`config.mk`:
```
export PLATFORM = sky130hd
export DESIGN_NAME = spi_cmd_ctrl
export DESIGN_NICKNAME = d
export VERILOG_FILES = /design/src/rtl/spi_cmd_ctrl.sv
export SDC_FILE = /design/constraint.sdc
export NUM_CORES = 1
export LEC_CHECK = 0
export ABC_AREA = 0
export CAP_MARGIN = 20
export CELL_PAD_IN_SITES_DETAIL_PLACEMENT = 1
export CELL_PAD_IN_SITES_GLOBAL_PLACEMENT = 1
export CORE_MARGIN = 3
export CORE_UTILIZATION = 39
export CTS_CLUSTER_DIAMETER = 80
export DETAILED_ROUTE_END_ITERATION = 7
export GPL_TIMING_DRIVEN = 0
export HOLD_SLACK_MARGIN = 0.08
export PLACE_DENSITY_LB_ADDON = 0.1
export SETUP_SLACK_MARGIN = 0.3
export SYNTH_ARGS = -nofsm -noshare
export SYNTH_HDL_FRONTEND = slang
export SYNTH_SLANG_ARGS = --single-unit
```
`constraint.sdc`:
```
create_clock -name clk_i -period 2.7 [get_ports clk_i]
set_input_delay 0.54 -clock clk_i [delete_from_list [all_inputs] [get_ports clk_i]]
set_output_delay 0.54 -clock clk_i [all_outputs]
set_load 0.01 [all_outputs]
```
`src/rtl/spi_cmd_ctrl.sv`:
```
// Command sequencer between spi_slave and the LED frame datapath: parses one command frame
// per chip-select assertion into RAM writes, config updates or config readback on MISO.
module spi_cmd_ctrl #(
  parameter int unsigned ADDR_WIDTH = 10
) (
  input  logic                  clk_i,
  input  logic                  rst_i,
  input  logic                  spi_cs_n_i,
  input  logic                  spi_byte_vld_i,
  input  logic [7:0]            spi_byte_data_i,
  output logic [7:0]            spi_byte_data_o,
  input  logic                  frame_busy_i,
  output logic                  ram_wr_en_o,
  output logic [ADDR_WIDTH-1:0] ram_wr_addr_o,
  output logic [7:0]            ram_wr_data_o,
  output logic [31:0]           conf_data_o,
  output logic                  frame_start_o,
  output logic [ADDR_WIDTH:0]   frame_len_o
);

  localparam logic [7:0] CmdConfWr = 8'h2A;
  localparam logic [7:0] CmdDataWr = 8'h2B;
  localparam logic [7:0] CmdInfoRd = 8'h2C;
  localparam logic [ADDR_WIDTH:0] CntMax = {1'b1, {ADDR_WIDTH{1'b0}}};
  localparam logic [31:0] ConfReset = 32'h0F20_200F;

  typedef enum logic [2:0] {
    StIdle,
    StCmd,
    StConfWr,
    StDataWr,
    StInfoRd,
    StSkip
  } state_e;

  state_e                state_q;
  logic                  cs_q;
  logic                  cs_armed_q;
  logic [ADDR_WIDTH-1:0] addr_q;
  logic [ADDR_WIDTH:0]   cnt_q;
  logic [2:0]            conf_idx_q;
  logic [2:0]            info_idx_q;

  logic [ADDR_WIDTH:0]   cnt_inc;
  logic [ADDR_WIDTH:0]   cnt_next;

  // Byte count including a byte that arrives in the same cycle as CS rise.
  always_comb begin
    cnt_inc  = (cnt_q == CntMax) ? cnt_q : cnt_q + 1'b1;
    cnt_next = spi_byte_vld_i ? cnt_inc : cnt_q;
  end

  always_ff @(posedge clk_i) begin
    if (rst_i) begin
      state_q         <= StIdle;
      cs_q            <= 1'b1;
      cs_armed_q      <= 1'b0;
      addr_q          <= '0;
      cnt_q           <= '0;
      conf_idx_q      <= '0;
      info_idx_q      <= '0;
      ram_wr_en_o     <= 1'b0;
      ram_wr_addr_o   <= '0;
      ram_wr_data_o   <= 8'h00;
      conf_data_o     <= ConfReset;
      frame_start_o   <= 1'b0;
      frame_len_o     <= '0;
      spi_byte_data_o <= 8'h00;
    end else begin
      cs_q          <= spi_cs_n_i;
      ram_wr_en_o   <= 1'b0;
      frame_start_o <= 1'b0;
      // After reset a frame only starts once CS has been seen high, so a frame cut by
      // reset is ignored until CS toggles.
      if (spi_cs_n_i) begin
        cs_armed_q <= 1'b1;
      end

      if (spi_byte_vld_i) begin
        unique case (state_q)
          StCmd: begin
            unique case (spi_byte_data_i)
              CmdConfWr: begin
                state_q    <= StConfWr;
                conf_idx_q <= '0;
              end
              CmdDataWr: begin
                state_q <= frame_busy_i ? StSkip : StDataWr;
                addr_q  <= '0;
                cnt_q   <= '0;
              end
              CmdInfoRd: begin
                state_q         <= StInfoRd;
                spi_byte_data_o <= conf_data_o[7:0];
                info_idx_q      <= 3'd1;
              end
              default: state_q <= StSkip;
            endcase
          end
          StConfWr: begin
            if (!conf_idx_q[2]) begin
              conf_data_o[{conf_idx_q[1:0], 3'b000} +: 8] <= spi_byte_data_i;
              conf_idx_q <= conf_idx_q + 1'b1;
            end
          end
          StDataWr: begin
            ram_wr_en_o   <= 1'b1;
            ram_wr_addr_o <= addr_q;
            ram_wr_data_o <= spi_byte_data_i;
            addr_q        <= addr_q + 1'b1;
            cnt_q         <= cnt_next;
          end
          StInfoRd: begin
            if (!info_idx_q[2]) begin
              spi_byte_data_o <= conf_data_o[{info_idx_q[1:0], 3'b000} +: 8];
              info_idx_q      <= info_idx_q + 1'b1;
            end else begin
              spi_byte_data_o <= 8'h00;
            end
          end
          default: ;
        endcase
      end

      // CS high ends the frame; these assignments take priority over the byte handling.
      if (spi_cs_n_i) begin
        state_q         <= StIdle;
        spi_byte_data_o <= 8'h00;
        if (state_q == StDataWr && cnt_next != '0) begin
          frame_len_o   <= cnt_next;
          frame_start_o <= 1'b1;
        end
      end else if (state_q == StIdle && cs_q && cs_armed_q) begin
        state_q <= StCmd;
      end
    end
  end

endmodule

```
== Word level (Yosys, flattened, before mapping) ==
Cells that the tools add are included.

* Flip-flop bits (word level): 103
* Input port bits: 13
* Output and inout bits: 71
* Word-level logic and storage cells: 88

* Bitwise logic cells: 3
* Add/subtract/negate cells: 5
* Eq/ne operators: 13
* Muxes and demuxes: 23
* Reduce and logical (&&, ||, !) cells: 24
* Shift-type cells: 3

{| class="wikitable"
|+ Operators with widths
! cell !! count
|-
| 2-to-1 mux 11 bit || 3
|-
| bitwise mux 32 bit || 1
|-
| variable shift 8 x 7 -> 32 bit (first input constant) || 1
|-
| indexed part select 32 x 6 -> 8 bit || 1
|-
| indexed part select 8 x 7 -> 32 bit || 1
|-
| equality test 8 x 6 -> 1 bit (second input constant) || 3
|-
| case mux 11 bit (2 select lines) || 1
|-
| case mux 10 bit (2 select lines) || 1
|-
| 2-to-1 mux 8 bit || 2
|-
| case mux 8 bit (2 select lines) || 1
|-
| 2-to-1 mux 3 bit || 5
|-
| case mux 3 bit (2 select lines) || 2
|-
| AND reduction 3 bit || 4
|-
| adder 11 x 1 -> 11 bit (second input constant) || 1
|-
| equality test 11 bit (second input constant) || 1
|-
| nonzero test 11 bit || 1
|-
| adder 10 x 1 -> 10 bit (second input constant) || 1
|-
| 2-to-1 mux 10 bit || 1
|-
| != test 2 bit (second input constant) || 5
|-
| nonzero test 2 bit || 5
|-
| case mux 3 bit (3 select lines) || 1
|-
| AND reduction 2 bit || 4
|-
| AND reduction 4 bit || 2
|-
| negator 5 -> 7 bit || 1
|-
| other kinds (10) || 22
|}

== Depth between registers and ports, before layout ==
Gate-level depths: netlist of the first run.

* Depth in word-level cells: 6
* Mapped depth: 9

== Worst setup path before layout of the first run ==
Ideal clock, no wire load.

* Kind: input -> register
* Start point: input spi_byte_vld_i
* End point: register frame_len_o[3]
* Cell stages on the path: 9
* Arrival time: 1984 ps
* Setup slack: 630 ps
* Buffers on the path: 3
* Cells stage by stage: buf_2 > and3_1 > buf_2 > a311oi_1 > a31oi_1 > nor4_4 > buf_6 > a211oi_1 > a211oi_1

* Longest elaborated chain between the ends: 4

{| class="wikitable"
|+ RTL lines
! item !! line !! source
|-
| start: declaration || 9 || <nowiki>input logic spi_byte_vld_i,</nowiki>
|-
| 2-to-1 mux 11 bit (*) || 50 || <nowiki>cnt_next = spi_byte_vld_i ? cnt_inc : cnt_q;</nowiki>
|-
| nonzero test 11 bit || 129 || <nowiki>if (state_q == StDataWr && cnt_next != '0) begin</nowiki>
|-
| logical AND 1 bit || 129 ||
|-
| AND reduction 2 bit (no source line) || n/a ||
|-
| end signal: assignment || 130 || <nowiki>frame_len_o <= cnt_next;</nowiki>
|-
| end: declaration || 18 || <nowiki>output logic [ADDR_WIDTH:0] frame_len_o</nowiki>
|}

Mark *: on every way between the ends. The rest lies on a longest branch, timed or not.
A chain may end at the register's enable or synchronous reset.

== Worst setup path in the final report of the first run ==
* Start point: input spi_byte_data_i[2]
* End point: register cnt_q[8]

* Longest elaborated chain between the ends: 3

{| class="wikitable"
|+ RTL lines
! item !! line !! source
|-
| start: declaration || 10 || <nowiki>input logic [7:0] spi_byte_data_i,</nowiki>
|-
| equality test 8 x 6 -> 1 bit || 82 || <nowiki>unique case (spi_byte_data_i)</nowiki>
|-
| != test 2 bit (no source line) || n/a ||
|-
| AND reduction 3 bit (no source line) || n/a ||
|-
| end signal: assignment || 111 || <nowiki>cnt_q <= cnt_next;</nowiki>
|-
| end: declaration || 40 || <nowiki>logic [ADDR_WIDTH:0] cnt_q;</nowiki>
|}

No other way between the ends.

==> impl_metrics.tcl, run 1 <==
set metrics [dict create \
    grt_pass1_wl_um 24600 \
    gp_congestion 0.856 \
    hold_start "ram_wr_addr_o[7]" \
    worst-path-buf-inv 4 \
    final.fill_count 1406 \
    period_needed_ps 2290 \
    cp.arrival_ps 2580 \
    numPortBuffers 81 \
    die_h_um 117 \
    ys_types 54 \
    synth_fp_nets 591 \
    antenna_found_initial 0 \
    antenna_cells 0 \
    core_area_mm2 0.0117 \
    critPathRequiredTime_ps 2980 \
    grt_overflow 0 \
    power_leakage_uw 0.00203 \
    max_stage_delay_ps 740 \
    ff_latch_area_mm2 0.00206 \
    synth-seq-area-share_pct 43.1 \
    cts_tree "done" \
    yosys.area_share.simple_pct 24.8 \
    drtPass1Iterations 5 \
    syn2layout_area_growth_pct 28.5 \
    startpoint_type "input pin" \
    yosys_warnings 0 \
    fp-row-count 39 \
    viasPerCell 5.55 \
    synth_top_family_by_area "simple AND/OR/NAND/NOR gates" \
    holdBufCountCts 0 \
    cts_root_buf "clkbuf_16" \
    num_vias 4494 \
    clk_pin_slew_ps 70 \
    rsz0062_at_grt "false" \
    max_clock_freq_ghz 0.436 \
    async_flop_share_pct 0 \
    placedCellCount 792 \
    die_x_um 117 \
    hp-class "reg -> reg" \
    drt-total-wl_um 15200 \
    synthXorXnorAreaFrac_pct 3.82 \
    synth_edf_count 0 \
    p_per_area_mw_per_mm2 476 \
    htreeDepth 3 \
    setup.worst_path.start "spi_byte_data_i[2]" \
    ant_nets 0 \
    synthAdderAreaFrac_pct 2.62 \
    synth_mux_area_share_pct 3.77 \
    r2r_start "cnt_q[0]" \
    critPathMaxFanout 10 \
    grt_max_degree 17 \
    ys.flop_type "dfxtp_1" \
    insertion_delay_ps 360 \
    critPathKind "in -> reg" \
    period_share_pct 84.9 \
    worstPathCellList "clkdlybuf4s50_1, inv_1, and4_4, a31oi_4, buf_6, clkbuf_2, o21ai_0, a21oi_1" \
    synth-compound-area-share_pct 16.8 \
    clockBufferDepth 2 \
    layoutNonFillerInstCount 810 \
    cpLargestDelayFamily "buffers and inverters" \
    fin_nets 686 \
    cts_made_buffers 9 \
    dieArea_mm2 0.0136 \
    ios 84 \
    cts.sink_count 103 \
    syn_inst 568 \
    start_util_pct 40.8 \
    multi_input_area_mm2 0.00254 \
    fin_util_pct 52.5 \
    setup_viol 0 \
    dp_hpwl_um 11200 \
    outcome "completed" \
    netlist_area_mm2 0.00478 \
    drcViolationCount 0 \
    synth_seq_cells 103 \
    tightest_slew_ps 659 \
    critPathSlowestCell "clkdlybuf4s50_1" \
    avgRoutedWirePerCell_um 18.8 \
    finClkSkew_ps 7.84 \
    slew_headroom_pct 56.0 \
    post-place-ws_ps -341 \
    hold_viol 0 \
    postSynthAreaPerCell_um2 8.42 \
    maxCapViolations 0 \
    fin_ws_ps 408 \
    irDropWorstVdd_mv 0.462 \
    first_global_vias 4523 \
    end_kind "flip-flop" \
    drt_iter0_drc 243 \
    grt_use_total_pct 23.5 \
    setup_tns_ps 0 \
    slew_viol_final 0 \
    drive_gt1_share_pct 10.0 \
]
## power breakdown
group | total [uW] | leakage, uW | internal [uW] | switching (uW)
combinational | 103 | 0.00106 | 29.7 | 73.6
sequential | 1520 | 0.000831 | 1520 | 1.40
clock | 1300 | 0.000141 | 712 | 588
## per-stage QoR
| step | area (um^2) | hold slack (ps) | total power, uW |
|---|---|---|---|
| after floorplan | 4780 | 438 | 1600 |
| after global placement | 5770 | 444 | 1660 |
| after detailed placement | 5770 | 448 | 1660 |
| after CTS | 6070 | 457 | 2960 |
| after global routing | 6140 | 471 | 3030 |
| final | 6140 | 453 | 2930 |
## cells in the final DEF, fill, tap and decap left out, types with 4 or more instances in the layout
cell             Yosys  layout
mux4_2               8       8
nand3_1             28      28
dfxtp_1            103     101
nor3_1              11      10
a211o_1              6       6
buf_2               10      10
a21oi_1             71      71
a211oi_1            14      13
o21ai_0             15      15
a31oi_1              6       6
clkbuf_1            26      23
or3_1                5       5
a22oi_1              7       7
nand2_1            106     105
xnor2_1             13      13
clkbuf_16            0       9
ha_1                10       9
nand2b_1             4       4
a221o_1              4       4
buf_4                1       4
nor2_1              33      33
xor2_1               6       6
inv_1               14      14
clkdlybuf4s50_1      0      77
and3_1               8       8
nand4_1              6       6
## Yosys cell counts, drive strengths merged, types with 3 or more instances
library cell / number / share of area (%)
xnor2: 13 / 2.4
inv: 14 / 1.1
and3: 9 / 1.3
or3: 5 / 0.65
a211oi: 14 / 2.2
nor3: 11 / 1.2
ha: 10 / 2.6
o21ai: 17 / 1.8
nor4: 7 / 1.4
a21oi: 71 / 7.4
and4: 4 / 0.79
a221o: 4 / 0.84
nand2: 106 / 8.3
nand2b: 4 / 0.52
a211o: 6 / 1.1
a22oi: 7 / 1.1
and2: 4 / 0.52
nand3b: 3 / 0.47
nand4: 6 / 0.79
nor3b: 4 / 0.63
a31oi: 7 / 1.2
clkbuf: 26 / 2.0
buf: 16 / 1.9
nor2: 36 / 3.0
nand3: 28 / 2.9
mux4: 8 / 3.8
xor2: 7 / 1.4
dfxtp: 103 / 43
## area by class of cell
cell class / instances / area share, %
clock buffers: 9 / 3.67
well taps: 143 / 2.91
flip-flops and latches: 103 / 33.6
multi-input cells: 409 / 41.3
clock inverters: 6 / 0.998
repair buffers: 84 / 13.5
plain buffers: 42 / 3.14
inverters: 14 / 0.855
## tightest hold or removal path: stages (launching register included)
cell,delay (ps)
dfxtp_1,310
nand2_1,50
a21oi_1,50
## flip-flops by register name, summed over array words and instances, names as in the netlist
name	count
info_idx_q	3
spi_byte_data_o	8
cnt_q	11
addr_q	10
conf_idx_q	3
ram_wr_en_o	1
frame_len_o	11
conf_data_o	32
frame_start_o	1
cs_armed_q	1
ram_wr_data_o	8
state_q	3
ram_wr_addr_o	10
cs_q	1
## what timing repair did
item,4_1_cts,5_1_grt
pin swaps,0,2
buffers inserted,0,3
resized for setup,9,13
setup endpoints to repair,32,69
## logic make-up (layout without fill, tap and decap cells)
group                      count (synthesis)  count (layout)
buffers and inverters                     56             155
xor gates and xnor gates                  20              20
AOI/OAI and AO/OA                        133             133
and+or+nand+nor                          238             238
adders and majority gates                 10              10
muxes                                      8               8
DFF                                      103             103
## layer usage
| layer | global-route usage [%] | vias up | share of wire (%) |
|---|---|---|---|
| li1 | - | 2176 | - |
| met1 | 33.8 | 2187 | 47 |
| met2 | 34.7 | 112 | 46 |
| met3 | 5.13 | 19 | 5.3 |
| met4 | 7.80 | 0 | 1.8 |
| met5 | 0 | - | 0 |
## final timing paths
path,to,slack (ps),cells after the start
max,cnt_q[8],410,8
min,ram_wr_addr_o[7],450,2
max reg2reg,frame_len_o[1],440,9
min reg2reg,ram_wr_addr_o[7],450,2
(Power assumes the default switching activity.)
==> inputs of run 2 (changes only) <==
--- a/config.mk
+++ b/config.mk
@@ -10,7 +10,7 @@
 export CELL_PAD_IN_SITES_DETAIL_PLACEMENT = 1
 export CELL_PAD_IN_SITES_GLOBAL_PLACEMENT = 1
 export CORE_MARGIN = 3
-export CORE_UTILIZATION = 39
+export CORE_UTILIZATION = 35
 export CTS_CLUSTER_DIAMETER = 80
 export DETAILED_ROUTE_END_ITERATION = 7
 export GPL_TIMING_DRIVEN = 0
==> constraint.sdc (replaced) <==
create_clock -name clk_i -period 1.95 [get_ports clk_i]
set_input_delay 0.39 -clock clk_i [delete_from_list [all_inputs] [get_ports clk_i]]
set_output_delay 0.39 -clock clk_i [all_outputs]
set_load 0.01 [all_outputs]
==> impl_metrics.tcl, run 2 (synthesis gave the netlist of run 1 again) <==
set metrics [dict create \
    r2r_start "cnt_q[1]" \
    rsz0062_at_grt "true" \
    tightest_slew_ps 752 \
    startpoint_type "flip-flop" \
    reg2reg_depth 10 \
    whs_path_depth 3 \
    p_per_area_mw_per_mm2 532 \
    critical_path_depth 10 \
    min_to "ram_wr_data_o[5]" \
    fin_ws_ps -169 \
    dieArea_mm2 0.0151 \
    slew_headroom_pct 49.9 \
    cts_made_buffers 9 \
    max_stage_delay_ps 370 \
    setup.worst_path.start "cnt_q[1]" \
    grt_util_met2_pct 39.8 \
    dp_hpwl_um 11700 \
    critPathMaxFanout 5 \
    die_x_um 123 \
    setup_tns_ps -1360 \
    hp-class "in -> reg" \
    grt_use_total_pct 23.7 \
    ios 84 \
    layoutNonFillerInstCount 902 \
    start_util_pct 36.0 \
    final.fill_count 1441 \
    largest_reg_flops 32 \
    maxCapViolations 0 \
    clk_pin_slew_ps 80 \
    gp_congestion 0.807 \
    cts_tree "done" \
    max_clock_freq_ghz 0.472 \
    avgRoutedWirePerCell_um 22.4 \
    viasPerCell 5.54 \
    fin_nets 745 \
    crit_top_cell "buf_6" \
    regToRegSetupSlack_ps -170 \
    fp-row-count 42 \
    finClkSkew_ps 10.9 \
    drive_gt1_share_pct 41.0 \
    hold_start "spi_byte_data_i[5]" \
    grt_pass1_wl_um 27600 \
    num_vias 4993 \
    reg.largest.list "conf_data_o: 32 flops, cnt_q: 11 flops, frame_len_o: 11 flops" \
    critPathKind "reg -> reg" \
    htreeDepth 3 \
    worstPathCellList "ha_4, and3_4, buf_6, a311oi_4, a31oi_4, nor4_4, buf_4, buf_6, a211oi_4, a211oi_1" \
    numPortBuffers 81 \
    end_kind "flip-flop" \
    drt_iter0_drc 339 \
    layout_common_cells "91 x nand2_1, 88 x dfxtp_1, 41 x dlygate4sd2_1" \
    grt_overflow 0 \
    r2r_end "frame_len_o[7]" \
    slew_viol_final 0 \
    cts.sink_count 103 \
    outcome "finished, violations left" \
    antenna_found_initial 0 \
    placedCellCount 825 \
    core_area_mm2 0.0133 \
    layout_commonest_cell "nand2_1" \
    syn2layout_area_growth_pct 65.7 \
    insertion_delay_ps 370 \
    busiest_layer "met2" \
    hold_viol 0 \
    irDropWorstVdd_mv 0.426 \
    clockBufferDepth 2 \
    grt_use_met1_pct 31.8 \
    cpLargestDelayFamily "compound AO/OA/AOI/OAI gates" \
    grt_max_degree 17 \
    period_share_pct 109 \
    critPathRequiredTime_ps 2230 \
    post-place-ws_ps -697 \
    violations "setup timing" \
    regMostFlops "conf_data_o" \
    drt-total-wl_um 20200 \
    power_leakage_uw 0.00330 \
    period_needed_ps 2120 \
    cp.arrival_ps 2400 \
    die_h_um 123 \
    worst-path-buf-inv 3 \
    critPathSlowestCell "dfxtp_4" \
    drtPass1Iterations 4 \
    ant_nets 0 \
    drcViolationCount 0 \
    first_global_vias 4947 \
    cts_root_buf "clkbuf_16" \
    use_met3_pct 2.97 \
    setup_viol 12 \
    antenna_cells 0 \
]
## run 2: worst max path at each step
stage / end / slack, ps
finish: frame_len_o[7] / -170
global route: frame_len_o[4] / -230
CTS: frame_len_o[3] / -100
detailed placement: addr_q[2] / -700
global placement: addr_q[6] / -670
floorplan: frame_len_o[1] / 80
## run 2: stage by stage
step | hold WS [ps] | cell area (um^2) | power [uW] | utilization [%]
after floorplan | 438 | 5080 | 2230 | -
after CTS | 369 | 7040 | 4170 | 52.9
final | 383 | 7930 | 4210 | 59.6
after global routing | 400 | 7930 | 4320 | 59.6
after detailed placement | 446 | 6110 | 2310 | 46.0
after global placement | 445 | 6110 | 2310 | 46.0
## run 2: cell type report
cell class | count | area [um^2] | area share [%]
multi-input cells | 409 | 3440 | 43.4
flip-flops and latches | 103 | 2090 | 26.4
repair buffers | 143 | 1410 | 17.8
plain buffers | 42 | 400 | 5.05
clock buffers | 10 | 239 | 3.02
well taps | 176 | 220 | 2.78
inverters | 14 | 58.8 | 0.742
clock inverters | 5 | 57.6 | 0.726
## run 2: layer usage
layer / vias up / part of all wire, %
met1: 2543 / 42
met4: 0 / 2.3
li1: 2307 / -
met3: 36 / 3.8
met5: - / 0
met2: 107 / 52
## run 2: power by group
part	internal, uW	switching [uW]	leakage [uW]
clock network	1030	891	0.000149
registers	2100	2.12	0.000836
logic	58.5	137	0.00231
total	3180	1030	0.00330
## run 2: what timing repair did
action / CTS / global route
gates resized for setup: 195 / 173
setup endpoints to repair: 139 / 120
hold buffers: 0 / 0
gates cloned: 3 / 2
endpoints found under the hold margin: 0 / 0
buffers inserted: 31 / 26
pin swaps: 64 / 85
## run 2: worst register-to-register path, stage by stage (launching register included)
cell      delay [ps]
dfxtp_4          370
ha_4             180
and3_4           170
buf_6            130
a311oi_4         330
a31oi_4           70
nor4_4           210
buf_4            180
buf_6            130
a211oi_4          60
a211oi_1         210
==> variant 1, RTL diff (flow settings as in run 2) <==
Re-encode `state_e` (6 states) as one-hot, 6 bits wide.
--- a/src/rtl/spi_cmd_ctrl.sv
+++ b/src/rtl/spi_cmd_ctrl.sv
@@ -24,13 +24,13 @@
   localparam logic [ADDR_WIDTH:0] CntMax = {1'b1, {ADDR_WIDTH{1'b0}}};
   localparam logic [31:0] ConfReset = 32'h0F20_200F;
 
-  typedef enum logic [2:0] {
-    StIdle,
-    StCmd,
-    StConfWr,
-    StDataWr,
-    StInfoRd,
-    StSkip
+  typedef enum logic [5:0] {
+    StIdle   = 6'b000001,
+    StCmd    = 6'b000010,
+    StConfWr = 6'b000100,
+    StDataWr = 6'b001000,
+    StInfoRd = 6'b010000,
+    StSkip   = 6'b100000
   } state_e;
 
   state_e                state_q;
Behaviour: same outputs for any inputs over 4 cycles, from zero or initial values and one cycle with rst_i high; so few cycles prove little.
==> variant 1 against run 2 <==
- the flow still finishes with violations (negative setup slack)
- combinational power rose by 15%
- worst setup slack got worse by 0.019 ns
- cell area rose by 4.7%
- synthesized cell count rose by 0.88%
- wire length fell by 0.50%
- count of clock-buffer cells in the layout rose by 1
- via count rose by 2.9%
- synthesized area rose by 3.3%
- hold slack got worse by 0.073 ns
- total power fell by 2.2%
- sequential cell count rose by 3
- highest routed layer unchanged
==> variant 1: results <==
metrics = {
    "run_status": {
        "status": "complete, but fails checks",
        "violations": "negative setup slack",
    },
    "drt": {
        "met2_wirelength_mm": 9.78,
        "wl_met3_mm": 1.01,
        "drtIter0Drc": 259,
        "routed_wirelength_mm": 20.1,
    },
    "synth": {
        "synth_compound_area_share_pct": 19.0,
        "synth_top_area_share_pct": 43.0,
        "synth_fa_ha_area_share_pct": 2.53,
        "yosysUniqueCellTypes": 56,
        "synth_area_leaders": "dfxtp_1 (43%), a21oi_1 (6.2%), nand2_1 (5.5%), a211oi_1 (3.6%), mux4_2 (3.6%)",
        "syn_inst": 573,
        "synth_nets": 596,
        "synth_common_cells": "dfxtp_1 (106), nand2_1 (73), a21oi_1 (61)",
        "synth_seq_cells": 106,
        "yosysSeqAreaShare_pct": 43.0,
        "synth_xor_area_share_pct": 3.19,
    },
    "setup_path": {
        "crit_arrival_ns": 2.38,
        "critical_path.max_fanout": 6,
        "reg2reg_depth": 9,
        "crit_end": "frame_len_o[5]",
        "cp_top_family": "compound AO/OA/AOI/OAI gates",
    },
    "layout": {
        "comb.multi_input.count": 411,
        "fillers": 1422,
        "drive_gt1_share_pct": 44.1,
        "layout.nonclk_buf_share_pct": 23.4,
        "layout.nets": 760,
        "seqCellArea_mm2": 0.00215,
        "fin_cells": 918,
        "clkbuf_count": 11,
        "clk_share_pct": 3.26,
        "multi_input_area_share_pct": 43.9,
    },
    "grt": {
        "grt_use_total_pct": 23.8,
        "grt_pass1_wl_mm": 29.7,
        "grt_pass1_vias": 5265,
        "grt_max_degree": 18,
    },
    "clocking": {
        "post-cts-setup-buffer-count": 48,
        "post_cts_resized": 260,
    },
    "floorplan": {
        "initial_utilization_pct": 36.6,
    },
    "placement": {
        "dp.cells": 832,
        "pre_cts_slack_ns": -1.00,
        "dpl_cell_area_mm2": 0.00637,
        "place_hpwl_mm": 12.3,
        "globalplace.congestion": 0.805,
        "port-buffer-count": 83,
    },
    "sta": {
        "tightest_slew_ns": 0.689,
        "skew_ns": 0.00710,
        "setup_violations": 47,
        "finalWorstSetupSlack_ns": -0.188,
    },
    "pwr": {
        "leakage_nw": 3.49,
        "ir_worst_vdd_uv": 406,
    },
}
## variant 1: changes by cell type in the layout (fill, tap and decap cells not counted), moves of 8 or more
cell | run 2 | this run
nand2_1 | 91 | 41
nand2_4 | 9 | 25
a21oi_2 | 32 | 42
nand3_2 | 8 | 16
a21oi_1 | 38 | 17
nand3_4 | 12 | 1
nor2_1 | 28 | 37
## variant 1: worst min-delay path by stage
stage	startpoint	to	slack, ns	cells after the start
2_1_floorplan	cs_armed_q	cs_armed_q	0.43	2
3_3_place_gp	frame_len_o[9]	frame_len_o[9]	0.44	2
3_5_place_dp	frame_len_o[9]	frame_len_o[9]	0.45	2
4_1_cts	spi_byte_data_i[6]	ram_wr_data_o[6]	0.31	3
5_1_grt	spi_byte_data_i[3]	ram_wr_data_o[3]	0.30	3
6_report	spi_byte_data_i[3]	ram_wr_data_o[3]	0.31	3
## variant 1: routing by layer
metal / vias to the layer above / global-route usage [%]
met5: - / 0
met4: 0 / 6.71
met3: 26 / 3.52
met2: 144 / 39.0
met1: 2576 / 32.6
li1: 2390 / -
## variant 1: metrics by stage
stage	util, %	hold WS [ns]	TNS, ns
5_1_grt	61.4	0.300	-8.54
3_5_place_dp	47.2	0.450	-72.31
6_report	61.4	0.310	-4.36
4_1_cts	57.0	0.306	-3.00
3_3_place_gp	47.2	0.443	-66.95
2_1_floorplan	-	0.430	-0.0184
## variant 1: kinds of logic (layout without fill, tap and decap cells)
family,after synthesis,count (layout)
DFF,106,106
AOI/OAI and AO/OA,144,144
and+or+nand+nor,230,230
muxes,9,9
adders and majority gates,10,10
xor gates and xnor gates,18,18
buffers and inverters,56,225
## variant 1: report_power, final
| part | internal, mW | switching, mW |
|---|---|---|
| logic | 0.0779 | 0.147 |
| registers | 2.16 | 0.00556 |
| clock network | 0.874 | 0.855 |
| total | 3.11 | 1.01 |
==> variant 2, RTL diff (flow settings as in run 2) <==
Without the edit above. `ADDR_WIDTH`: 10 -> 9.
--- a/src/rtl/spi_cmd_ctrl.sv
+++ b/src/rtl/spi_cmd_ctrl.sv
@@ -1,7 +1,7 @@
 // Command sequencer between spi_slave and the LED frame datapath: parses one command frame
 // per chip-select assertion into RAM writes, config updates or config readback on MISO.
 module spi_cmd_ctrl #(
-  parameter int unsigned ADDR_WIDTH = 10
+  parameter int unsigned ADDR_WIDTH = 9
 ) (
   input  logic                  clk_i,
   input  logic                  rst_i,
Ports: changed (resized frame_len_o and ram_wr_addr_o); port bits go from 84 to 82. No check against the original RTL was run, so the function may have changed too.
==> variant 2 against run 2 <==
- the flow still finishes with violations (negative setup slack)
- total power is 1.9% lower
- sequential cell count is 4 lower
- synthesized area is 0.89% lower
- cell area is 11% lower
- worst setup slack better by 0.099 ns
- non-clock buffer count is 32 lower
- core utilization is 4.8 points lower
- wire length is 13% lower
- critical endpoint is now frame_len_o[1]
- largest cell class unchanged
- highest routed layer unchanged
==> variant 2: results <==
metrics = {
    "placement": {
        "port-buffer-count": 80,
        "place_hpwl_mm": 11.8,
        "dp.cells": 793,
        "pre_cts_slack_ns": -0.945,
    },
    "layout": {
        "fin_cells": 849,
        "inverters": 15,
        "multi_input_area_share_pct": 43.0,
        "clk_share_pct": 4.35,
        "layout.nonclk_buf_share_pct": 20.3,
        "drive_gt1_share_pct": 30.9,
        "fillers": 1461,
        "reg.largest.list": "conf_data_o: 32 flops, cnt_q: 10 flops, frame_len_o: 10 flops",
    },
    "synth": {
        "synth_area_leaders": "dfxtp_1 (42%), nand2_1 (7.0%), a21oi_1 (6.7%), mux4_2 (3.8%), nand3_1 (3.2%)",
        "syn_inst": 541,
        "yosysUniqueCellTypes": 63,
        "yosysSeqAreaShare_pct": 41.8,
        "synth_seq_cells": 99,
    },
    "pwr": {
        "leakage_nw": 2.99,
        "ir_worst_vdd_uv": 353,
    },
    "worst_hold_path": {
        "whs_endpoint": "ram_wr_data_o[7]",
        "min-delay-start": "spi_byte_data_i[7]",
    },
    "sta": {
        "skew_ns": 0.00998,
        "finalWorstSetupSlack_ns": -0.0695,
        "setup_violations": 9,
        "whs_ns": 0.355,
        "tns_ns": -0.378,
    },
    "grt": {
        "grt_max_degree": 16,
        "grt_use_total_pct": 23.6,
        "grt_pass1_wl_mm": 27.0,
        "grt_pass1_vias": 4711,
    },
    "run_status": {
        "status": "complete, but fails checks",
        "violations": "negative setup slack",
    },
    "setup_path": {
        "reg2reg_depth": 7,
        "crit_arrival_ns": 2.28,
    },
    "drt": {
        "num_vias": 4648,
        "routed_wirelength_mm": 17.7,
        "drtIter0Drc": 253,
    },
}
variant 2: cell count changes after synthesis, sizes merged, moves of 8 or more:
cell / run 2 / this run
a211oi: 14 / 0
a21oi: 71 / 63
mux2i: 0 / 10
nand2: 106 / 89
nor2b: 2 / 14
variant 2: cell families (layout without fill, tap and decap cells):
group	after synthesis	after routing	share of synthesized area, %
buffers and inverters	48	183	4.30
DFF	99	99	41.8
xor gates and xnor gates	15	15	2.77
AOI/OAI and AO/OA	121	121	17.3
adders and majority gates	10	10	2.64
muxes	18	18	6.18
and+or+nand+nor	230	231	25.0
variant 2: how the worst max path moves through the flow:
stage | start | to | slack, ns | depth (start not counted)
global route | cnt_q[5] | frame_len_o[4] | -0.15 | 6
floorplan | cnt_q[4] | frame_len_o[2] | 0.05 | 6
detailed placement | spi_byte_vld_i | ram_wr_data_o[5] | -0.95 | 7
global placement | rst_i | ram_wr_en_o | -0.92 | 5
finish | cnt_q[1] | frame_len_o[1] | -0.07 | 7
CTS | cnt_q[5] | frame_len_o[1] | -0.08 | 6
variant 2: per-layer routing:
layer / track usage (%) / share of wire, %
met5: 0 / 0
met4: 6.30 / 1.6
met3: 4.65 / 4.5
met2: 37.9 / 48
met1: 32.5 / 46
variant 2: critical path, stage by stage (launching register included):
cell and delay (ns):
dfxtp_4 0.37, inv_2 0.07, ha_4 0.11, or4bb_4 0.50
nor2_4 0.13, o2111ai_2 0.13, nand4b_4 0.28, o41ai_4 0.33
variant 2: report_power, final:
part	total (mW)	switching, mW	leakage [nW]	internal (mW)
registers	2.02	0.00237	0.805	2.02
clock network	1.94	0.820	0.152	1.12
logic	0.179	0.120	2.04	0.0584
variant 2: repair_timing:
action                                  4_1_cts  5_1_grt
setup buffers                                29        7
cloned                                        2        3
resized for setup                           186       88
endpoints found under the setup margin      141      108
pin swaps                                    35       35
